<file path="config.mk">
export PLATFORM = sky130hd
export DESIGN_NAME = mac_scheduler
export DESIGN_NICKNAME = d
export VERILOG_FILES = /design/src/rtl/mac_sched_pkg.sv /design/src/rtl/mac_product_tracker.sv /design/src/rtl/mac_scheduler.sv
export SDC_FILE = /design/constraint.sdc
export NUM_CORES = 1
export LEC_CHECK = 0
export CAP_MARGIN = 10
export CORE_ASPECT_RATIO = 0.75
export CORE_MARGIN = 1
export CORE_UTILIZATION = 25
export CTS_BUF_LIST = sky130_fd_sc_hd__clkbuf_8 sky130_fd_sc_hd__clkbuf_16
export CTS_CLUSTER_SIZE = 8
export DETAILED_ROUTE_END_ITERATION = 8
export GPL_TIMING_DRIVEN = 0
export RECOVER_POWER = 50
export SYNTH_ARGS = -nofsm -noshare
export SYNTH_HDL_FRONTEND = slang
export SYNTH_HIERARCHICAL = 1
export SYNTH_SLANG_ARGS = --single-unit
</file>
<file path="constraint.sdc">
create_clock -name clk -period 4.2 [get_ports clk]
set_input_delay 0.42 -clock clk [delete_from_list [all_inputs] [get_ports clk]]
set_output_delay 0.42 -clock clk [all_outputs]
set_load 0.01 [all_outputs]
</file>
<file path="src/rtl/mac_sched_pkg.sv">
// Shared types and constants for the flight-math
// multiplier scheduler.
package mac_sched_pkg;

  typedef enum logic [2:0] {
    IDLE,
    ISSUE1,
    WAIT1,
    ISSUE2,
    WAIT,
    FINISH
  } state_t;

  localparam logic EQ_ALT = 1'b0;
  localparam logic EQ_BAT = 1'b1;

  localparam int MUL_LAT_MIN = 1;
  localparam int MUL_LAT_MAX = 3;

endpackage

</file>
<file path="src/rtl/mac_product_tracker.sv">
// Marks returning products of the fixed-latency multiplier
// and counts how many are still in flight.
module mac_product_tracker #(
  parameter int MUL_LAT = 2
) (
  input  logic       clk,
  input  logic       clear,
  input  logic       issue,
  output logic       ret,
  output logic [1:0] outstanding
);

  logic [MUL_LAT-1:0] vld;

  assign ret = vld[MUL_LAT-1];

  always_ff @(posedge clk) begin
    if (clear) begin
      vld         <= '0;
      outstanding <= '0;
    end else begin
      vld         <= MUL_LAT'({vld, issue});
      outstanding <= outstanding + {1'b0, issue} - {1'b0, ret};
    end
  end

endmodule

</file>
<file path="src/rtl/mac_scheduler.sv">
// Round-robin sequencer for the shared multiplier: altitude
// job x1*k1 + x2*k2 and battery job v*t + c.
import mac_sched_pkg::*;

module mac_scheduler #(
  parameter int DATA_W  = 16,
  parameter int MUL_LAT = 2
) (
  input  logic              clk,
  input  logic              rst_n,
  input  logic              enable,
  input  logic              sel_pipelined,
  input  logic              alt_req,
  input  logic [DATA_W-1:0] alt_x1,
  input  logic [DATA_W-1:0] alt_k1,
  input  logic [DATA_W-1:0] alt_x2,
  input  logic [DATA_W-1:0] alt_k2,
  input  logic              bat_req,
  input  logic [DATA_W-1:0] bat_v,
  input  logic [DATA_W-1:0] bat_t,
  input  logic [DATA_W-1:0] bat_c,
  output logic              alt_ack,
  output logic              bat_ack,
  output logic              alt_valid,
  output logic              bat_valid,
  output logic [DATA_W-1:0] alt_result,
  output logic [DATA_W-1:0] bat_result,
  output logic [DATA_W-1:0] mul_a,
  output logic [DATA_W-1:0] mul_b,
  output logic              mul_issue,
  input  logic [DATA_W-1:0] mul_p,
  output logic              sel_eq,
  output logic              busy,
  output logic [2:0]        cycle_count
);

  if (MUL_LAT < MUL_LAT_MIN || MUL_LAT > MUL_LAT_MAX) begin : g_lat_chk
    $error("MUL_LAT out of range");
  end

  state_t state;
  state_t state_nx;

  logic              last_bat;
  logic              pipe;
  logic [DATA_W-1:0] opa1;
  logic [DATA_W-1:0] opb1;
  logic [DATA_W-1:0] opa2;
  logic [DATA_W-1:0] opb2;
  logic [DATA_W-1:0] acc;
  logic [DATA_W-1:0] acc_nx;

  logic       grant;
  logic       grant_alt;
  logic       ret;
  logic       done;
  logic [1:0] outstanding;

  mac_product_tracker #(
    .MUL_LAT(MUL_LAT)
  ) u_tracker (
    .clk        (clk),
    .clear      (!rst_n),
    .issue      (mul_issue),
    .ret        (ret),
    .outstanding(outstanding)
  );

  // Altitude wins unless battery also asks and altitude went last.
  assign grant_alt = alt_req && (!bat_req || last_bat);
  assign grant     = (state == IDLE) && enable
                     && (alt_req || bat_req);
  assign acc_nx    = acc + (ret ? mul_p : '0);
  assign done      = (outstanding == {1'b0, ret});

  assign mul_issue = (state == ISSUE1) || (state == ISSUE2);
  assign alt_ack   = (state == ISSUE1) && (sel_eq == EQ_ALT);
  assign bat_ack   = (state == ISSUE1) && (sel_eq == EQ_BAT);
  assign alt_valid = (state == FINISH) && (sel_eq == EQ_ALT);
  assign bat_valid = (state == FINISH) && (sel_eq == EQ_BAT);
  assign busy      = (state != IDLE);

  always_comb begin
    mul_a = '0;
    mul_b = '0;
    if (state == ISSUE1) begin
      mul_a = opa1;
      mul_b = opb1;
    end else if (state == ISSUE2) begin
      mul_a = opa2;
      mul_b = opb2;
    end
  end

  always_comb begin
    state_nx = state;
    unique case (state)
      IDLE:   if (grant) state_nx = ISSUE1;
      ISSUE1: begin
        if (sel_eq == EQ_BAT) state_nx = WAIT;
        else if (pipe)        state_nx = ISSUE2;
        else                  state_nx = WAIT1;
      end
      WAIT1:  if (ret) state_nx = ISSUE2;
      ISSUE2: state_nx = WAIT;
      WAIT:   if (done) state_nx = FINISH;
      FINISH: state_nx = IDLE;
      default: state_nx = IDLE;
    endcase
  end

  always_ff @(posedge clk) begin
    if (!rst_n) begin
      state       <= IDLE;
      last_bat    <= 1'b1;
      sel_eq      <= EQ_ALT;
      pipe        <= 1'b0;
      opa1        <= '0;
      opb1        <= '0;
      opa2        <= '0;
      opb2        <= '0;
      acc         <= '0;
      alt_result  <= '0;
      bat_result  <= '0;
      cycle_count <= '0;
    end else begin
      state <= state_nx;
      if (grant) begin
        last_bat    <= !grant_alt;
        sel_eq      <= grant_alt ? EQ_ALT : EQ_BAT;
        pipe        <= sel_pipelined;
        cycle_count <= '0;
        if (grant_alt) begin
          opa1 <= alt_x1;
          opb1 <= alt_k1;
          opa2 <= alt_x2;
          opb2 <= alt_k2;
          acc  <= '0;
        end else begin
          opa1 <= bat_v;
          opb1 <= bat_t;
          acc  <= bat_c;
        end
      end else begin
        acc <= acc_nx;
        if (state != IDLE && state != FINISH
            && cycle_count != 3'd7)
          cycle_count <= cycle_count + 3'd1;
      end
      // Result lands with the strobe, so it is final in FINISH.
      if (state == WAIT && done) begin
        if (sel_eq == EQ_BAT) bat_result <= acc_nx;
        else                  alt_result <= acc_nx;
      end
    end
  end

endmodule

</file>
-- Word-level counts from Yosys, hierarchy flattened
Index checks and enable logic that the tools add are counted.
- output and inout port bits: 74
- flip-flop bits (word level): 125
- input port bits: 134
- logic and storage cells: 69
- equality and inequality tests: 11
- bitwise gates (word level): 2
- muxes and demuxes: 16
- $add $sub $neg: 4
- reductions and logical operators: 22
- operator list (kind ; number):
    two-way mux 16 bit ; 9
    adder 16 bit ; 1
    case mux 3 bit (5 select lines) ; 1
    two-way mux 3 bit ; 4
    logical AND 1 bit ; 10
    equality test 3 x 2 -> 1 bit (second input constant) ; 2
    equality test 3 bit (second input constant) ; 2
    != test 3 bit (second input constant) ; 2
    AND reduction 2 bit ; 3
    != test 2 bit (second input constant) ; 2
    adder 3 x 1 -> 3 bit (second input constant) ; 1
    equality test 3 x 1 -> 1 bit (second input constant) ; 1
    logical NOT 3 bit ; 1
    logical OR 1 bit ; 3
    AND reduction 3 bit ; 1
    nonzero test 3 bit ; 1
    adder 2 x 1 -> 2 bit ; 1
    equality test 2 x 1 -> 1 bit ; 1
    logical NOT 1 bit ; 2
    two-way mux 1 bit ; 2
    != test 2 x 1 -> 1 bit (second input constant) ; 1
    inverter 1 bit ; 2
    OR reduction 2 bit ; 1
    subtractor 2 x 1 -> 2 bit ; 1

-- Longest topological paths before layout
- word-level depth: 5
- depth in mapped cells: 11
- depth with buffers taken out: 9

-- Hierarchy
Netlist, hierarchy kept.
- by module, submodules not included (module ; instances ; seq. area each (µm²) ; cells an instance ; area an instance (µm²)):
    mac_scheduler ; 1 ; 2422.3 ; 687 ; 5781.8
    mac_product_tracker ; 1 ; 80.1 ; 13 ; 155.1

-- Worst setup path after synthesis
No wires, ideal clock.
- path kind: reg-to-reg
- start point: register u_tracker.vld[1]
- end point: register acc[12]
- stages on the path, launching flop included: 10
- clock period less this slack: 2.516 ns
- slack: 1.684 ns
- path buffers: 1
- data arrival time: 2.399 ns
- required time: 4.083 ns
- setup time: 0.117 ns
- cells stage by stage: dfxtp_1 > buf_2 > and2_1 > ha_1 > fa_1 > a21o_1 > a221oi_4 > o21ai_2 > or3_4 > a32o_1
- longest elaborated chain between the ends: 3
- RTL lines (item ; RTL line ; text):
    start, declared ; mac_product_tracker.sv:13 ; logic [MUL_LAT-1:0] vld;
    start signal, assigned ; mac_product_tracker.sv:22 ; vld <= MUL_LAT'({vld, issue});
    two-way mux 16 bit ; mac_scheduler.sv:73 ; assign acc_nx = acc + (ret ? mul_p : '0);
    adder 16 bit ; mac_scheduler.sv:73 ;
    two-way mux 16 bit ; mac_scheduler.sv:128 ; if (grant) begin
    end signal, assigned ; mac_scheduler.sv:142 ; acc <= bat_c;
    end signal, assigned ; mac_scheduler.sv:145 ; acc <= acc_nx;
    end, declared ; mac_scheduler.sv:50 ; logic [DATA_W-1:0] acc;
Every way passes these cells.
A chain may end at the register's enable or synchronous reset.

-- Final worst setup path
- start point: register state[1]
- end point: output port mul_b[8]
- longest elaborated chain between the ends: 3
- elaborated cells between the ends (all ways): 4
- those cells by class: 2 x eq/ne; 2 x mux
- RTL lines (item ; RTL line ; text):
    start, declared ; mac_scheduler.sv:41 ; state_t state;
    start signal, assigned ; mac_scheduler.sv:127 ; state <= state_nx;
    equality test 3 x 2 -> 1 bit ; mac_scheduler.sv:89 ; end else if (state == ISSUE2) begin
    two-way mux 16 bit ; mac_scheduler.sv:89 ;
    two-way mux 16 bit (*) ; mac_scheduler.sv:86 ; if (state == ISSUE1) begin
    end, declared ; mac_scheduler.sv:29 ; output logic [DATA_W-1:0] mul_b,
Every way passes the cells marked *; elsewhere a longest branch is shown, timed or not.

==> summary.txt <==
Run status
  • Status: finished, violations left
  • Failing checks: design-rule violations

Logic synthesis
  • Ys Warns: 6
  • Synth cell types: 59
  • Mapped Avg Cell Area: 8.48 sq um
  • Synth Net Count: 854
  • Synth top area cells: dfxtp_1, nand2_1, mux2i_1, a21oi_1, a222oi_1
  • Register area share after synthesis: 0.421
  • Top_reg_cell synth: dfxtp_1
  • Synthesized cell area: slightly below 6000 sq um
  • Post-Syn Instances: 700
  • Post-synth EDFFs: 0
  • Synth area leader: dfxtp_1
  • Top-area cell type share of the netlist area: 0.421
  • Synth Register Bits: 125
  • Async SR Flop Fraction: 0

Run
  • Max-cap violations: 0

Final layout
  • Non-Filler Instances: 1240
  • Post-route core utilization: 0.383
  • Fin nets: 1080
  • Fillers: 2401
  • Design area: 8890 sq um
  • Area Growth Syn to Fin: 49.7%
  • Share of layout cells above drive strength 1: 0.0650

Critical path
  • Worst EP required: 3.78 ns
  • WP buf/inv: 3
  • Crit Path Max Fanout: 10
  • Worst-path cell chain: clkbuf_1 -> clkbuf_1 -> mux2i_1 -> nor2_1 -> clkdlybuf4s50_1
  • CP top delay family: buffers and inverters
  • Crit Path Category: flip-flop to output pin
  • Worst setup SP type: flip-flop
  • Max stage delay cell, worst path: clkbuf_1
  • WP data arrival: a little under 3 ns
  • Most frequent cell on the critical path: clkbuf_1
  • Largest stage delay on the critical path: between 0.7 and 0.8 ns
  • CP Capture Type: output pin

STA
  • Fin worst setup slack: approximately 0.83 ns
  • Setup TNS: 0 ns
  • Measured slew at the worst slew-check pin: approximately 0.85 ns
  • Setup violations, final: 0
  • Unrepaired setup endpoints after global routing: no
  • Clk_skew: 0.00660 ns
  • Slew margin rel.: 0.434
  • Maximum clock frequency: 0.297 GHz
  • Final hold violations: 0
  • Max-slew violation count: 0
  • Final period utilization: 0.801
  • Hold slack: 0.441 ns
  • Tmin final: 3.37 ns

Drt
  • Post-route DRC: 24
  • Number of detailed-route iterations in the first pass: 9
  • Number of DRC markers in iteration 0: 548
  • Wirelength per Cell: 16.9 um
  • Number of vias in the routed layout: 5825
  • Vias/cell: 4.70
  • Drt total wl: 21000 um
  • Routed Antenna Nets: 0

Pwr
  • Total Power: approximately 4.0 mW
  • Leakage: around 3.6 nW
  • PwrDens: 453 nW/um^2
  • VDD IR max: 0.328 mV

Die
  • Num rows: 48
  • Placeable Area: 23200 sq um
  • Die height: 135 um
  • Die Width: 180 um
  • I/O Pins: 208
  • Die area: 24400 sq um
  • Initial Utilization: 0.256

Clock tree
  • Post-CTS Resized: 0
  • Maximum clock insertion buffer count: 2
  • CTS tree: done
  • CTS buffer count: 17
  • Clk_lat worst skew: about 0.42 ns
  • Setup bufs post-CTS: 0
  • Clk slew on worst S/H paths: 0.06 ns
  • CTS sink cnt: 125
  • CTS hold repair buffers: 0
  • Root buffer cell: clkbuf_16
  • H-tree depth: 4

Placed design
  • Port bufs: a little over 200
  • Dpl cells: 1207
  • Dpl cell area: 8380 sq um
  • Post-DP HPWL: 15900 um
  • Routability cong.: 0.824
  • Pre-CTS WS: 1.09 ns

Hold path
  • HP Class: flip-flop to flip-flop

Global routing
  • Largest net degree at the start of global routing: 17
  • Vias in the first global route: 5649
  • Tot GR Track Use: 0.174
  • Initial antenna violation count: 1
  • First-pass GRT wire length: ~32000 um
  • GRT Residual Overflow: 0
## worst paths after layout
kind | slack [ns] | from | cells after the start | to
setup / recovery | 0.83 | state[1] | 5 | mul_b[8]
hold / removal | 0.44 | u_tracker/vld[0] | 1 | u_tracker/vld[1]
setup reg to reg | 1.18 | u_tracker/vld[1] | 10 | alt_result[15]
hold reg to reg | 0.44 | u_tracker/vld[0] | 1 | u_tracker/vld[1]
## flip-flops by register name, summed over array words and instances (netlist names)
signal	count
sel_eq	1
state	3
bat_result	16
pipe	1
opb1	16
u_tracker/vld	2
last_bat	1
cycle_count	3
opb2	16
u_tracker/outstanding	2
acc	16
opa2	16
opa1	16
alt_result	16
## routing by layer
| metal | up-vias | wire length, um | track usage | part of all wire |
|---|---|---|---|---|
| met1 | 2737 | 10400 | 0.243 | 0.49 |
| li1 | 2885 | - | - | - |
| met3 | 12 | 1550 | 0.0538 | 0.074 |
| met5 | - | 0 | 0 | 0 |
| met2 | 191 | 8950 | 0.262 | 0.43 |
| met4 | 0 | 142 | 0.0335 | 0.0068 |
## where the power goes
group	total [mW]	leakage [nW]	internal (mW)	switching, mW
sequential	1.44	1.02	1.35	0.0920
clock	1.40	0.271	0.835	0.568
combinational	1.18	2.31	0.527	0.651
## area by class of cell
type                       count  area (sq um)  share of cell area
antenna                        1          2.50            0.000281
buffer                        51           226              0.0255
clock buffer                  19           453              0.0509
clock inverter                13           103              0.0115
inverter                      41           154              0.0173
multi-input combinational    483          3000               0.338
sequential                   125          2500               0.281
tap                          300           375              0.0422
timing repair buffer         207          2070               0.233
## synthesized netlist by cell type (3+ instances only)
| cell type | count |
|---|---|
| nand2b_1 | 4 |
| a211oi_1 | 4 |
| inv_1 | 41 |
| a21o_1 | 4 |
| buf_2 | 18 |
| nand3_1 | 13 |
| and2_1 | 16 |
| o21ai_0 | 30 |
| o211ai_1 | 3 |
| a21oi_1 | 66 |
| and3_1 | 5 |
| clkbuf_1 | 23 |
| nor2_1 | 54 |
| buf_4 | 6 |
| o31ai_1 | 4 |
| or2_2 | 4 |
| ha_1 | 19 |
| nor3_1 | 4 |
| nand2_1 | 121 |
| dfxtp_1 | 125 |
| a222oi_1 | 31 |
| nor2b_1 | 6 |
| a22o_1 | 6 |
| xnor2_1 | 9 |
| mux2i_1 | 37 |
| xor2_1 | 5 |
| nand4_1 | 3 |
## logic make-up after synthesis
kind of cell,count (synthesis),share of synthesized area
simple gates,245,0.188
buf+inv,92,0.0683
fa+ha+maj,20,0.0434
mux,37,0.0624
xor+xnor,15,0.0244
compound gates,166,0.192
flops,125,0.421
## cells in the final DEF, fill, tap and decap left out, drive strengths merged, types with 31 or more instances in the layout
master           n
nand2          122
clkdlybuf4s50  170
clkbuf          51
o21ai           31
dlygate4sd3     37
a21oi           67
inv             44
nor2            56
a222oi          31
dfxtp          125
mux2i           37
(Power assumes the default switching activity.)
